### config.mk
export PLATFORM = sky130hd
export DESIGN_NAME = bp_fe_lce_responder
export DESIGN_NICKNAME = d
export VERILOG_FILES = /design/src/rtl/bp_fe_lce_responder.sv
export SDC_FILE = /design/constraint.sdc
export NUM_CORES = 1
export LEC_CHECK = 0
export CORE_AREA = 2 2 679 681
export CTS_CLUSTER_DIAMETER = 150
export CTS_CLUSTER_SIZE = 28
export DETAILED_ROUTE_END_ITERATION = 7
export DIE_AREA = 0 0 681 683
export GPL_TIMING_DRIVEN = 0
export PLACE_DENSITY = 0.3
export SETUP_SLACK_MARGIN = 0.02
export SYNTH_ARGS = -nofsm -noshare
export SYNTH_HDL_FRONTEND = slang
export SYNTH_SLANG_ARGS = --single-unit
### constraint.sdc
create_clock -name clk_i -period 5.2 [get_ports clk_i]
set_input_delay 1.3 -clock clk_i [delete_from_list [all_inputs] [get_ports clk_i]]
set_output_delay 1.3 -clock clk_i [all_outputs]
set_load 0.01 [all_outputs]
### src/rtl/bp_fe_lce_responder.sv
// bp_fe_lce_responder: minimal CCE-side endpoint for a single I-cache LCE.
// Performs the boot-time sync handshake. It then services one cached or
// uncached fetch miss at a time: the miss is forwarded to memory as a read,
// and the returned data goes back to the LCE as a fill command.
//
// Message layouts (packed, MSB first):
//   lce_req  : {src_id, write, uncached, non_exclusive, lru_way, addr}
//   lce_resp : {src_id, msg_type[1:0], addr}
//   lce_cmd  : {dst_id, src_id, msg_type[2:0], way, state[1:0], addr, data}
//   mem msg  : {msg_type[1:0], size[2:0] (log2 bytes), addr, data}
module bp_fe_lce_responder #(
    parameter int unsigned cce_id_width_p     = 2,
    parameter int unsigned lce_id_width_p     = 2,
    parameter int unsigned paddr_width_p      = 32,
    parameter int unsigned lce_assoc_p        = 8,
    parameter int unsigned cce_block_width_p  = 512,
    parameter int unsigned sync_ack_timeout_p = 1024,
    localparam int unsigned way_width_lp          = $clog2(lce_assoc_p),
    localparam int unsigned lce_cce_req_width_lp  = lce_id_width_p + 3 + way_width_lp + paddr_width_p,
    localparam int unsigned lce_cce_resp_width_lp = lce_id_width_p + 2 + paddr_width_p,
    localparam int unsigned lce_cmd_width_lp      = lce_id_width_p + cce_id_width_p + 3 + way_width_lp
                                                    + 2 + paddr_width_p + cce_block_width_p,
    localparam int unsigned cce_mem_msg_width_lp  = 2 + 3 + paddr_width_p + cce_block_width_p
) (
    input  logic                             clk_i,
    input  logic                             reset_i,
    input  logic [cce_id_width_p-1:0]        cce_id_i,
    input  logic [lce_id_width_p-1:0]        lce_id_i,
    input  logic [lce_cce_req_width_lp-1:0]  lce_req_i,
    input  logic                             lce_req_v_i,
    output logic                             lce_req_yumi_o,
    input  logic [lce_cce_resp_width_lp-1:0] lce_resp_i,
    input  logic                             lce_resp_v_i,
    output logic                             lce_resp_yumi_o,
    output logic [lce_cmd_width_lp-1:0]      lce_cmd_o,
    output logic                             lce_cmd_v_o,
    input  logic                             lce_cmd_ready_i,
    output logic [cce_mem_msg_width_lp-1:0]  mem_cmd_o,
    output logic                             mem_cmd_v_o,
    input  logic                             mem_cmd_ready_i,
    input  logic [cce_mem_msg_width_lp-1:0]  mem_resp_i,
    input  logic                             mem_resp_v_i,
    output logic                             mem_resp_yumi_o,
    output logic                             sync_done_o,
    output logic                             error_o
);

    localparam int unsigned dword_width_lp  = 64;
    localparam int unsigned block_bytes_lp  = cce_block_width_p / 8;
    localparam int unsigned cnt_width_lp    = $clog2(sync_ack_timeout_p);
    localparam logic [cnt_width_lp-1:0]  cnt_max_lp    = cnt_width_lp'(sync_ack_timeout_p - 1);
    localparam logic [paddr_width_p-1:0] block_mask_lp = ~paddr_width_p'(block_bytes_lp - 1);
    localparam logic [2:0] size_block_lp = 3'($clog2(block_bytes_lp));
    localparam logic [2:0] size_dword_lp = 3'($clog2(dword_width_lp / 8));

    typedef enum logic [1:0] {
        e_lce_cce_sync_ack = 2'd0,
        e_lce_cce_inv_ack  = 2'd1,
        e_lce_cce_coh_ack  = 2'd2,
        e_lce_cce_resp_wb  = 2'd3
    } lce_cce_resp_type_e;

    typedef enum logic [2:0] {
        e_lce_cmd_sync    = 3'd0,
        e_lce_cmd_data    = 3'd1,
        e_lce_cmd_uc_data = 3'd2
    } lce_cmd_type_e;

    typedef enum logic [1:0] {
        e_COH_I = 2'd0,
        e_COH_S = 2'd1,
        e_COH_E = 2'd2,
        e_COH_M = 2'd3
    } coh_state_e;

    typedef enum logic [1:0] {
        e_mem_rd    = 2'd0,
        e_mem_uc_rd = 2'd1
    } mem_type_e;

    typedef struct packed {
        logic [lce_id_width_p-1:0] src_id;
        logic                      write;
        logic                      uncached;
        logic                      non_exclusive;
        logic [way_width_lp-1:0]   lru_way;
        logic [paddr_width_p-1:0]  addr;
    } lce_req_s;

    typedef struct packed {
        logic [lce_id_width_p-1:0] src_id;
        logic [1:0]                msg_type;
        logic [paddr_width_p-1:0]  addr;
    } lce_resp_s;

    typedef struct packed {
        logic [lce_id_width_p-1:0]    dst_id;
        logic [cce_id_width_p-1:0]    src_id;
        logic [2:0]                   msg_type;
        logic [way_width_lp-1:0]      way;
        logic [1:0]                   state;
        logic [paddr_width_p-1:0]     addr;
        logic [cce_block_width_p-1:0] data;
    } lce_cmd_s;

    typedef struct packed {
        logic [1:0]                   msg_type;
        logic [2:0]                   size;
        logic [paddr_width_p-1:0]     addr;
        logic [cce_block_width_p-1:0] data;
    } mem_msg_s;

    typedef enum logic [3:0] {
        st_reset,
        st_sync_cmd,
        st_sync_ack,
        st_ready,
        st_mem_cmd,
        st_mem_resp,
        st_data_cmd,
        st_uc_cmd,
        st_ack_wait
    } state_e;

    state_e state, state_n;

    lce_req_s  req;
    lce_resp_s resp;
    mem_msg_s  mem_resp;
    lce_cmd_s  cmd;
    mem_msg_s  mem_cmd;

    assign req      = lce_req_i;
    assign resp     = lce_resp_i;
    assign mem_resp = mem_resp_i;

    logic [cnt_width_lp-1:0]      sync_cnt;
    logic                         sync_done_r;
    logic                         error_r;
    logic [paddr_width_p-1:0]     addr_r;
    logic [way_width_lp-1:0]      way_r;
    logic                         non_exclusive_r;
    logic                         uncached_r;
    logic [cce_block_width_p-1:0] data_r;

    logic set_error;
    logic set_sync_done;
    logic latch_req;
    logic latch_data;

    logic [paddr_width_p-1:0] block_addr;
    assign block_addr = addr_r & block_mask_lp;

    // Next-state and handshake/payload decode. Nothing is consumed or issued
    // while reset is held, so a transaction in flight is abandoned cleanly.
    always_comb begin
        state_n         = state;
        lce_req_yumi_o  = 1'b0;
        lce_resp_yumi_o = 1'b0;
        lce_cmd_v_o     = 1'b0;
        cmd             = '0;
        mem_cmd_v_o     = 1'b0;
        mem_cmd         = '0;
        mem_resp_yumi_o = 1'b0;
        set_error       = 1'b0;
        set_sync_done   = 1'b0;
        latch_req       = 1'b0;
        latch_data      = 1'b0;

        if (!reset_i) begin
            case (state)
                st_reset: begin
                    state_n = st_sync_cmd;
                end

                st_sync_cmd: begin
                    lce_cmd_v_o  = 1'b1;
                    cmd.dst_id   = lce_id_i;
                    cmd.src_id   = cce_id_i;
                    cmd.msg_type = e_lce_cmd_sync;
                    if (lce_cmd_ready_i) begin
                        state_n = st_sync_ack;
                    end
                end

                st_sync_ack: begin
                    if (lce_resp_v_i) begin
                        lce_resp_yumi_o = 1'b1;
                        if (resp.msg_type == e_lce_cce_sync_ack) begin
                            set_sync_done = 1'b1;
                            state_n       = st_ready;
                        end else begin
                            set_error = 1'b1;
                        end
                    end
                    if (sync_cnt == cnt_max_lp) begin
                        set_error = 1'b1;
                    end
                end

                st_ready: begin
                    if (lce_req_v_i) begin
                        lce_req_yumi_o = 1'b1;
                        if (req.write) begin
                            set_error = 1'b1;
                        end else begin
                            latch_req = 1'b1;
                            state_n   = st_mem_cmd;
                        end
                    end
                    if (lce_resp_v_i) begin
                        lce_resp_yumi_o = 1'b1;
                        set_error       = 1'b1;
                    end
                end

                st_mem_cmd: begin
                    mem_cmd_v_o = 1'b1;
                    if (uncached_r) begin
                        mem_cmd.msg_type = e_mem_uc_rd;
                        mem_cmd.size     = size_dword_lp;
                        mem_cmd.addr     = addr_r;
                    end else begin
                        mem_cmd.msg_type = e_mem_rd;
                        mem_cmd.size     = size_block_lp;
                        mem_cmd.addr     = block_addr;
                    end
                    if (mem_cmd_ready_i) begin
                        state_n = st_mem_resp;
                    end
                end

                st_mem_resp: begin
                    if (mem_resp_v_i) begin
                        mem_resp_yumi_o = 1'b1;
                        latch_data      = 1'b1;
                        state_n         = uncached_r ? st_uc_cmd : st_data_cmd;
                    end
                end

                st_data_cmd: begin
                    lce_cmd_v_o  = 1'b1;
                    cmd.dst_id   = lce_id_i;
                    cmd.src_id   = cce_id_i;
                    cmd.msg_type = e_lce_cmd_data;
                    cmd.way      = way_r;
                    cmd.state    = e_COH_S;
                    cmd.addr     = block_addr;
                    cmd.data     = data_r;
                    if (lce_cmd_ready_i) begin
                        state_n = st_ack_wait;
                    end
                end

                st_uc_cmd: begin
                    lce_cmd_v_o  = 1'b1;
                    cmd.dst_id   = lce_id_i;
                    cmd.src_id   = cce_id_i;
                    cmd.msg_type = e_lce_cmd_uc_data;
                    cmd.way      = way_r;
                    cmd.state    = e_COH_I;
                    cmd.addr     = addr_r;
                    cmd.data     = cce_block_width_p'(data_r[dword_width_lp-1:0]);
                    if (lce_cmd_ready_i) begin
                        state_n = st_ready;
                    end
                end

                st_ack_wait: begin
                    if (lce_resp_v_i) begin
                        lce_resp_yumi_o = 1'b1;
                        if ((resp.msg_type != e_lce_cce_coh_ack) || (resp.addr != block_addr)) begin
                            set_error = 1'b1;
                        end
                        state_n = st_ready;
                    end
                end

                default: begin
                    state_n = st_reset;
                end
            endcase
        end
    end

    assign lce_cmd_o = cmd;
    assign mem_cmd_o = mem_cmd;

    // State register, sync-ack timeout counter and sticky status flags.
    always_ff @(posedge clk_i) begin
        if (reset_i) begin
            state       <= st_reset;
            sync_cnt    <= '0;
            sync_done_r <= 1'b0;
            error_r     <= 1'b0;
        end else begin
            state <= state_n;
            if (state != st_sync_ack) begin
                sync_cnt <= '0;
            end else if (sync_cnt != cnt_max_lp) begin
                sync_cnt <= sync_cnt + cnt_width_lp'(1);
            end
            if (set_sync_done) begin
                sync_done_r <= 1'b1;
            end
            if (set_error) begin
                error_r <= 1'b1;
            end
        end
    end

    // Latches for the single outstanding request and its returned block.
    always_ff @(posedge clk_i) begin
        if (reset_i) begin
            addr_r          <= '0;
            way_r           <= '0;
            non_exclusive_r <= 1'b0;
            uncached_r      <= 1'b0;
            data_r          <= '0;
        end else begin
            if (latch_req) begin
                addr_r          <= req.addr;
                way_r           <= req.lru_way;
                non_exclusive_r <= req.non_exclusive;
                uncached_r      <= req.uncached;
            end
            if (latch_data) begin
                data_r <= mem_resp.data;
            end
        end
    end

    assign sync_done_o = sync_done_r;
    assign error_o     = error_r;

    // Fields carried by the message formats but not needed by this endpoint.
    logic unused_fields;
    assign unused_fields = ^{req.src_id, resp.src_id, mem_resp.msg_type,
                             mem_resp.size, mem_resp.addr, non_exclusive_r};

endmodule
Word-level counts from Yosys, hierarchy flattened
Index checks and enable logic that the tools add are counted.
Cells by class
  equal/unequal tests: 23
  muxes and demuxes: 49
  divide/modulo/power cells: 0
  multipliers: 0
  order comparisons: 0
  bitwise gates (word level): 0
  shifts and indexed selects: 0
  add/sub/neg operators: 1
  reductions and logical operators: 7
Operator list (count)
  $pmux 549 s2: 1
  $mux 556: 1
  $mux 36: 3
  $mux 4: 10
  $pmux 4 s9: 1
  $ne 32x32->1: 1
  $mux 1: 31
  $ne 2x2->1 const B: 11
  $pmux 7 s3: 1
  $eq 4x3->1 const B: 4
  $add 10x1->10 const B: 1
  $eq 10x10->1 const B: 1
  $ne 10x10->1 const B: 1
  $reduce_and 10->1: 1
  $eq 4x2->1 const B: 2
  $reduce_or 3->1: 2
  $eq 4x1->1 const B: 1
  $eq 4x4->1 const B: 1
  $logic_not 4->1: 1
  $ne 4x2->1 const B: 1
  $pmux 1 s3: 1
  $logic_not 2->1: 1
  $reduce_or 2->1: 1
  $logic_or 1x1->1: 1
Storage, ports and cells
  bits in registers: 564
  output and inout bits: 1112
  bits in latches: 0
  memory bits (writable): 0
  ROM bits: 0
  input port bits: 636
  memories: 0
  logic and storage cells: 88

Logic depth before layout (Yosys ltp)
Gate-level depths: netlist (run 1).
  depth after elaboration: 6
  gate-level depth with buffers: 9

Worst setup path before layout (run 1)
OpenSTA, ideal clock, no wires.
  kind: input-to-output
  from: in reset_i
  to: out lce_cmd_o[100]
  path slack: 1463 ps
  arrival: 2437 ps
  stages: 5
  path through: buf_2 > nor4b_4 > clkbuf_8 > buf_8 > and2_1
On the way
  word-level cells in the longest chain between the ends: 1
Ends and longest elaborated chain
  start: declaration: line 26  | input logic reset_i,
  $mux 556: line 170  | if (!reset_i) begin
  end: declaration: line 35  | output logic [lce_cmd_width_lp-1:0] lce_cmd_o,
Every way passes these cells.

Final worst setup path (run 1)
  from: in reset_i
  to: out lce_cmd_o[516]
The elaborated chain is that of the path after synthesis.

==> results.py, run 1 <==
metrics = {
    "synth": {
        "synth_edf_count": 0,
        "synth_top_area_share_pct": 40.0,
        "synth-xor-area-share_pct": 0.994,
        "syn-cell-area_um2": 28200,
        "seq_area_frac_synth_pct": 40.0,
        "yosys.area_share.simple_pct": 29.0,
        "ys.flop_type": "dfxtp_1",
        "synth_top_area_cell": "dfxtp_1",
        "synth.top_cells.by_area": "dfxtp_1, nand2_1, buf_4",
        "synth_top_family_by_area": "simple AND/OR/NAND/NOR gates",
        "synthArstFlopShare_pct": 0,
        "synthAdderAreaFrac_pct": 0.0444,
        "ys_ff_latch": 564,
        "ys_types": 49,
        "netlist_instances": 3708,
        "syn-mean-instance-area_um2": 7.61,
        "synth-compound-area-share_pct": 10.4,
        "synthMuxAreaShare_pct": 0.106,
        "ys_warn_count": 0,
    },
    "route": {
        "vias": 30588,
        "final_antenna_net_count": 0,
        "viasPerCell": 2.61,
        "wirelength_um": 299000,
        "initialDrtViolationCount": 1737,
        "drc": 0,
        "dr.pass1.iters": 5,
        "wl_per_cell_um": 25.5,
    },
    "finish": {
        "layout.nets": 6089,
        "drive_gt1_share_pct": 14.3,
        "fill_cells": 53131,
        "synthToLayoutAreaGrowth_pct": 81.9,
    },
    "power_and_ir_drop": {
        "ir_drop_uv": 315,
        "p_sw_mw": 2.88,
        "p_clk_share_pct": 35.5,
        "switching_share_pct": 30.7,
        "power.internal_mw": 6.50,
        "p_leak_nw": 18.1,
        "powerDensity_nw_per_um2": 183,
        "comb_power_share_pct": 17.2,
        "seqPwrFrac_pct": 47.4,
    },
    "grt": {
        "grt_usage_pct": 12.2,
        "grt_max_degree": 29,
        "antenna_found_initial": 240,
        "grt_util_met2_pct": 21.4,
        "met3_usage_pct": 5.21,
        "gr-max-usage-layer": "met2",
        "met1_usage_pct": 13.8,
        "grt_overflow_total": 0,
        "grt_pass1_wl_um": 361000,
        "grt_pass1_vias": 29262,
    },
    "clock_network": {
        "cts_tree": "done",
        "clkTransAtPathRegs_ns": 0.09,
        "clockBufferDepth": 3,
        "cts_sinks": 564,
        "clkLatencyLatePin_ns": 0.78,
        "cts_made_buffers": 31,
        "cts_max_level": 1,
        "clock-root-buffer": "clkbuf_16",
    },
    "setup_path": {
        "path_max_fanout": 8,
        "start_kind": "input pin",
        "end_kind": "output port",
        "worstPathArrival_ns": 3.73,
        "criticalPathCategory": "input pin to output port",
        "required_ns": 3.90,
    },
    "floorplan": {
        "die_w_um": 681,
        "design.die.area_um2": 465000,
        "ioPinCount": 1748,
        "core-area_um2": 458000,
        "die_y_um": 683,
        "placementRows": 249,
        "initial_core_util_pct": 6.15,
    },
    "timing": {
        "final_max_slew_viol_count": 0,
        "relSlewSlack_pct": 21.5,
        "setup_tns_ns": 0,
        "holdWs_ns": 0.454,
        "hold_viol_final": 0,
        "clock_skew_ns": 0.0442,
        "fmax_mhz": 199,
        "period_share_pct": 96.7,
        "worst_pin_slew_ns": 1.18,
        "rsz0062_at_grt": "no",
        "finalWorstPathRequiredPeriod_ns": 5.03,
        "setup_viol": 0,
    },
    "min_path": {
        "holdCritPathClass": "register to register",
    },
    "flow_run": {
        "maxCapViolations": 0,
    },
    "placed_design": {
        "dpl.hpwl_um": 272000,
        "port_buffers": 1189,
        "gp_congestion": 0.859,
    },
    "outcome": {
        "outcome": "finished, final reports clean",
    },
}
[critical path, stage by stage]
cell and delay [ns]:
buf_2 0.18, clkbuf_2 0.35, nor3_1 0.94, and2_1 0.32
clkdlybuf4s50_1 0.62
[layout by cell type, fill, tap and decap left out, types with 4 or more instances in the layout]
cell type,n
nor2_1,76
clkinv_8,4
nand2b_1,37
clkbuf_1,86
buf_2,113
and2_2,23
buf_4,519
clkbuf_16,32
clkdlybuf4s15_2,6
inv_12,5
and2_1,501
xnor2_1,31
diode_2,118
nor3_1,7
and3_1,9
clkbuf_2,8
conb_1,515
a21oi_1,519
nand4_1,12
dlymetal6s2s_1,7
o21ai_0,40
nand2_1,1072
buf_8,42
dfxtp_1,564
nand3_1,4
clkdlybuf4s50_1,1136
dlygate4sd2_1,37
[routing by layer]
metal	up-vias	part of all wire (%)
met5	-	0.26
li1	14259	-
met1	14519	39
met4	116	2.6
met3	358	10
met2	1336	48
[worst paths after layout]
kind / to / depth (start not counted) / slack (ns) / startpoint
max reg2reg: data_r[68] / 9 / 1.73 / state[2]
max: lce_cmd_o[516] / 5 / 0.17 / reset_i
min reg2reg: data_r[380] / 2 / 0.45 / data_r[380]
min: data_r[380] / 2 / 0.45 / data_r[380]
[power groups by stage]
stage / clock network [mW] / logic, mW / registers [mW]
after detailed placement: 0 / 1.60 / 4.54
after global placement: 0 / 1.59 / 4.54
after CTS: 3.55 / 1.61 / 4.45
final: 3.32 / 1.61 / 4.44
after global routing: 3.63 / 1.74 / 4.45
after floorplan: 0 / 0.809 / 4.51
[metrics by stage]
stage | setup WS, ns | std cells | util (%) | power (mW) | area (um2)
floorplan | 1.46 | 4222 | - | 5.32 | 30100
global placement | -2.66 | 11560 | 10.8 | 6.14 | 49700
detailed placement | -0.969 | 11567 | 10.9 | 6.15 | 49900
CTS | 0.0216 | 11619 | 11.1 | 9.61 | 51000
global route | 0.0205 | 11692 | 11.2 | 9.83 | 51200
finish | 0.171 | 11737 | 11.2 | 9.38 | 51300
[what timing repair did]
action / 4_1_cts / 5_1_grt
resized for setup: 89 / 14
cloned: 0 / 0
hold buffers: 0 / 0
endpoints found under the setup margin: 344 / 24
setup buffers: 1 / 0
[Yosys cell counts, drive strengths merged, types with 4 or more instances]
master,number
nand2,1072
nand2b,37
and2,524
xnor2,31
nor3,8
a21oi,519
nor2,78
dfxtp,564
o21ai,40
buf,672
and3,9
clkbuf,96
nand4,12
nand3,4
[sequential cells by signal (all words and copies together) (netlist names)]
name / cells
error_o: 1
sync_done_o: 1
way_r: 3
uncached_r: 1
sync_cnt: 10
state: 4
data_r: 512
addr_r: 32
[area by class of cell]
class / count / area (um2) / share of cell area (%)
antenna: 118 / 295 / 0.576
buffer: 768 / 5490 / 10.7
clock buffer: 33 / 783 / 1.53
clock inverter: 18 / 314 / 0.612
inverter: 2 / 7.51 / 0.0146
multi-input combinational: 2888 / 13400 / 26.1
sequential: 564 / 11300 / 22.0
tap: 6149 / 7690 / 15.0
timing repair buffer: 1197 / 12000 / 23.4
[kinds of logic after synthesis]
family / count (synthesis)
AOI/OAI and AO/OA: 576
other: 1
buffers and inverters: 770
adders and majority gates: 1
muxes: 3
xor gates and xnor gates: 32
DFF: 564
and+or+nand+nor: 1761
No activity file was read; power rests on OpenSTA's default activity.
==> inputs of run 2 (changes only) <==
- CTS_BUF_LIST: unset -> sky130_fd_sc_hd__clkbuf_4
==> run 2 against run 1 <==
Via count increased by 0.25%. Cell count increased by 0.55%. Worst setup slack improved by 0.096 ns. Wire length increased by 0.98%. Cell area decreased by 0.29%. Global-route usage increased by 0.075 points. Clock power decreased by 26%. Highest routed layer unchanged.
==> results.py, run 2 (synthesized netlist as in run 1, its figures left out) <==
metrics = {
    "floorplan": {
        "placementRows": 249,
        "die_y_um": 683,
        "die_w_um": 681,
        "initial_core_util_pct": 6.15,
        "ioPinCount": 1748,
        "design.die.area_um2": 465000,
        "core-area_um2": 458000,
    },
    "clock_network": {
        "clockBufferDepth": 3,
        "cts_made_buffers": 31,
        "clkLatencyLatePin_ns": 1.36,
        "cts_tree": "done",
        "cts_max_level": 1,
        "ctsHoldBuffers": 0,
        "cts_sinks": 564,
        "clock-root-buffer": "clkbuf_4",
        "clkTransAtPathRegs_ns": 0.34,
    },
    "outcome": {
        "outcome": "finished, final reports clean",
    },
    "finish": {
        "drive_gt1_share_pct": 23.8,
        "final_area_um2": 51200,
        "largest_reg_flops": 512,
        "layout.nets": 6133,
        "utilization_pct": 11.2,
        "final_common_cell": "nand2_1",
        "synthToLayoutAreaGrowth_pct": 81.4,
        "fill_cells": 53276,
        "reg.largest.list": "data_r x512, addr_r x32, sync_cnt x10",
        "final_cell_mix": "nand2_1, clkdlybuf4s50_1, dfxtp_1",
        "largest-register": "data_r",
        "instances_no_fill": 11802,
    },
    "flow_run": {
        "maxCapViolations": 0,
    },
    "power_and_ir_drop": {
        "p_leak_nw": 19.8,
        "ir_drop_uv": 210,
        "power_mw": 8.58,
        "powerDensity_nw_per_um2": 168,
    },
    "setup_path": {
        "path_max_fanout": 10,
        "crit_chain": "and2b_1 > buf_6 > nor4b_4 > buf_12 > buf_12 > buf_16 > buf_4 > clkbuf_16 > buf_8 > and2_1 > buf_4",
        "criticalPathCategory": "register to output port",
        "end_kind": "output port",
        "critical-path-slowest-cell": "dfxtp_4",
        "required_ns": 3.90,
        "start_kind": "register",
        "critical_path.max_stage_delay_ns": 0.39,
        "worstPathArrival_ns": 3.63,
    },
    "timing": {
        "finalWorstPathRequiredPeriod_ns": 4.93,
        "fmax_mhz": 203,
        "setup_tns_ns": 0,
        "worst_pin_slew_ns": 1.17,
        "setup_viol": 0,
        "relSlewSlack_pct": 21.9,
        "holdWs_ns": 0.376,
        "period_share_pct": 94.9,
        "final_max_slew_viol_count": 0,
        "hold_viol_final": 0,
        "postLayoutSetupSlackWorst_ns": 0.267,
        "clock_skew_ns": 0.121,
    },
    "grt": {
        "antenna_found_initial": 251,
        "grt_usage_pct": 12.3,
        "grt_pass1_vias": 29423,
        "grt_util_met2_pct": 21.4,
        "grt_pass1_wl_um": 363000,
        "grt_overflow_total": 0,
        "gr-max-usage-layer": "met2",
        "met3_usage_pct": 6.63,
        "grt_max_degree": 29,
        "met1_usage_pct": 13.0,
    },
    "placed_design": {
        "pre_cts_slack_ns": -0.969,
        "port_buffers": 1189,
        "gp_congestion": 0.859,
        "dp.cells": 11567,
        "dpl.hpwl_um": 272000,
        "place_area_um2": 49900,
    },
    "route": {
        "vias": 30664,
        "drc": 0,
        "initialDrtViolationCount": 1766,
        "wl_per_cell_um": 25.6,
        "final_antenna_net_count": 0,
        "viasPerCell": 2.60,
        "wirelength_um": 302000,
        "dr.pass1.iters": 5,
    },
    "min_path": {
        "holdCritPathClass": "input pin to register",
    },
}
## run 2: report_power, final
| part | switching [mW] | leakage, nW | internal, mW |
|---|---|---|---|
| Clock | 1.94 | 0.295 | 0.514 |
| Combinational | 0.814 | 15.0 | 0.843 |
| Sequential | 0.0553 | 4.54 | 4.41 |
| Total | 2.81 | 19.8 | 5.77 |
## run 2: final timing paths
path	slack, ns	end	depth (start not counted)	startpoint
setup / recovery	0.27	lce_cmd_o[463]	11	state[3]
hold reg to reg	0.47	data_r[210]	2	data_r[210]
hold / removal	0.38	data_r[173]	3	mem_resp_i[173]
setup reg to reg	1.48	data_r[387]	9	state[3]
## run 2: per-layer routing
metal  vias up  share of wire (%)  wire (um)
met5         -               0.34       1040
met4       158                2.9       8730
met2      1284                 48     145000
met1     14427                 37     111000
met3       414                 12      36000
li1      14381                  -          -
## run 2: layout make-up
type / instances / area [um2] / area share (%)
diodes: 139 / 348 / 0.680
plain buffers: 763 / 5580 / 10.9
clock buffers: 33 / 248 / 0.484
clock inverters: 18 / 309 / 0.604
inverters: 2 / 7.51 / 0.0147
multi-input cells: 2888 / 13700 / 26.7
flip-flops and latches: 564 / 11300 / 22.1
well taps: 6149 / 7690 / 15.0
repair buffers: 1246 / 12000 / 23.4
## run 2: critical path: cells and delay by family, from the launching register on
kind | cells | cell delay, ns
flip-flops | 1 | 0.39
buffers and inverters | 8 | 1.13
AND/OR/NAND/NOR | 3 | 0.73
## run 2: timing repair
action | CTS | global route
pin swaps | 37 | 4
setup endpoints to repair | 573 | 123
buffers inserted | 36 | 5
gates resized for setup | 2011 | 55
gates cloned | 10 | 3
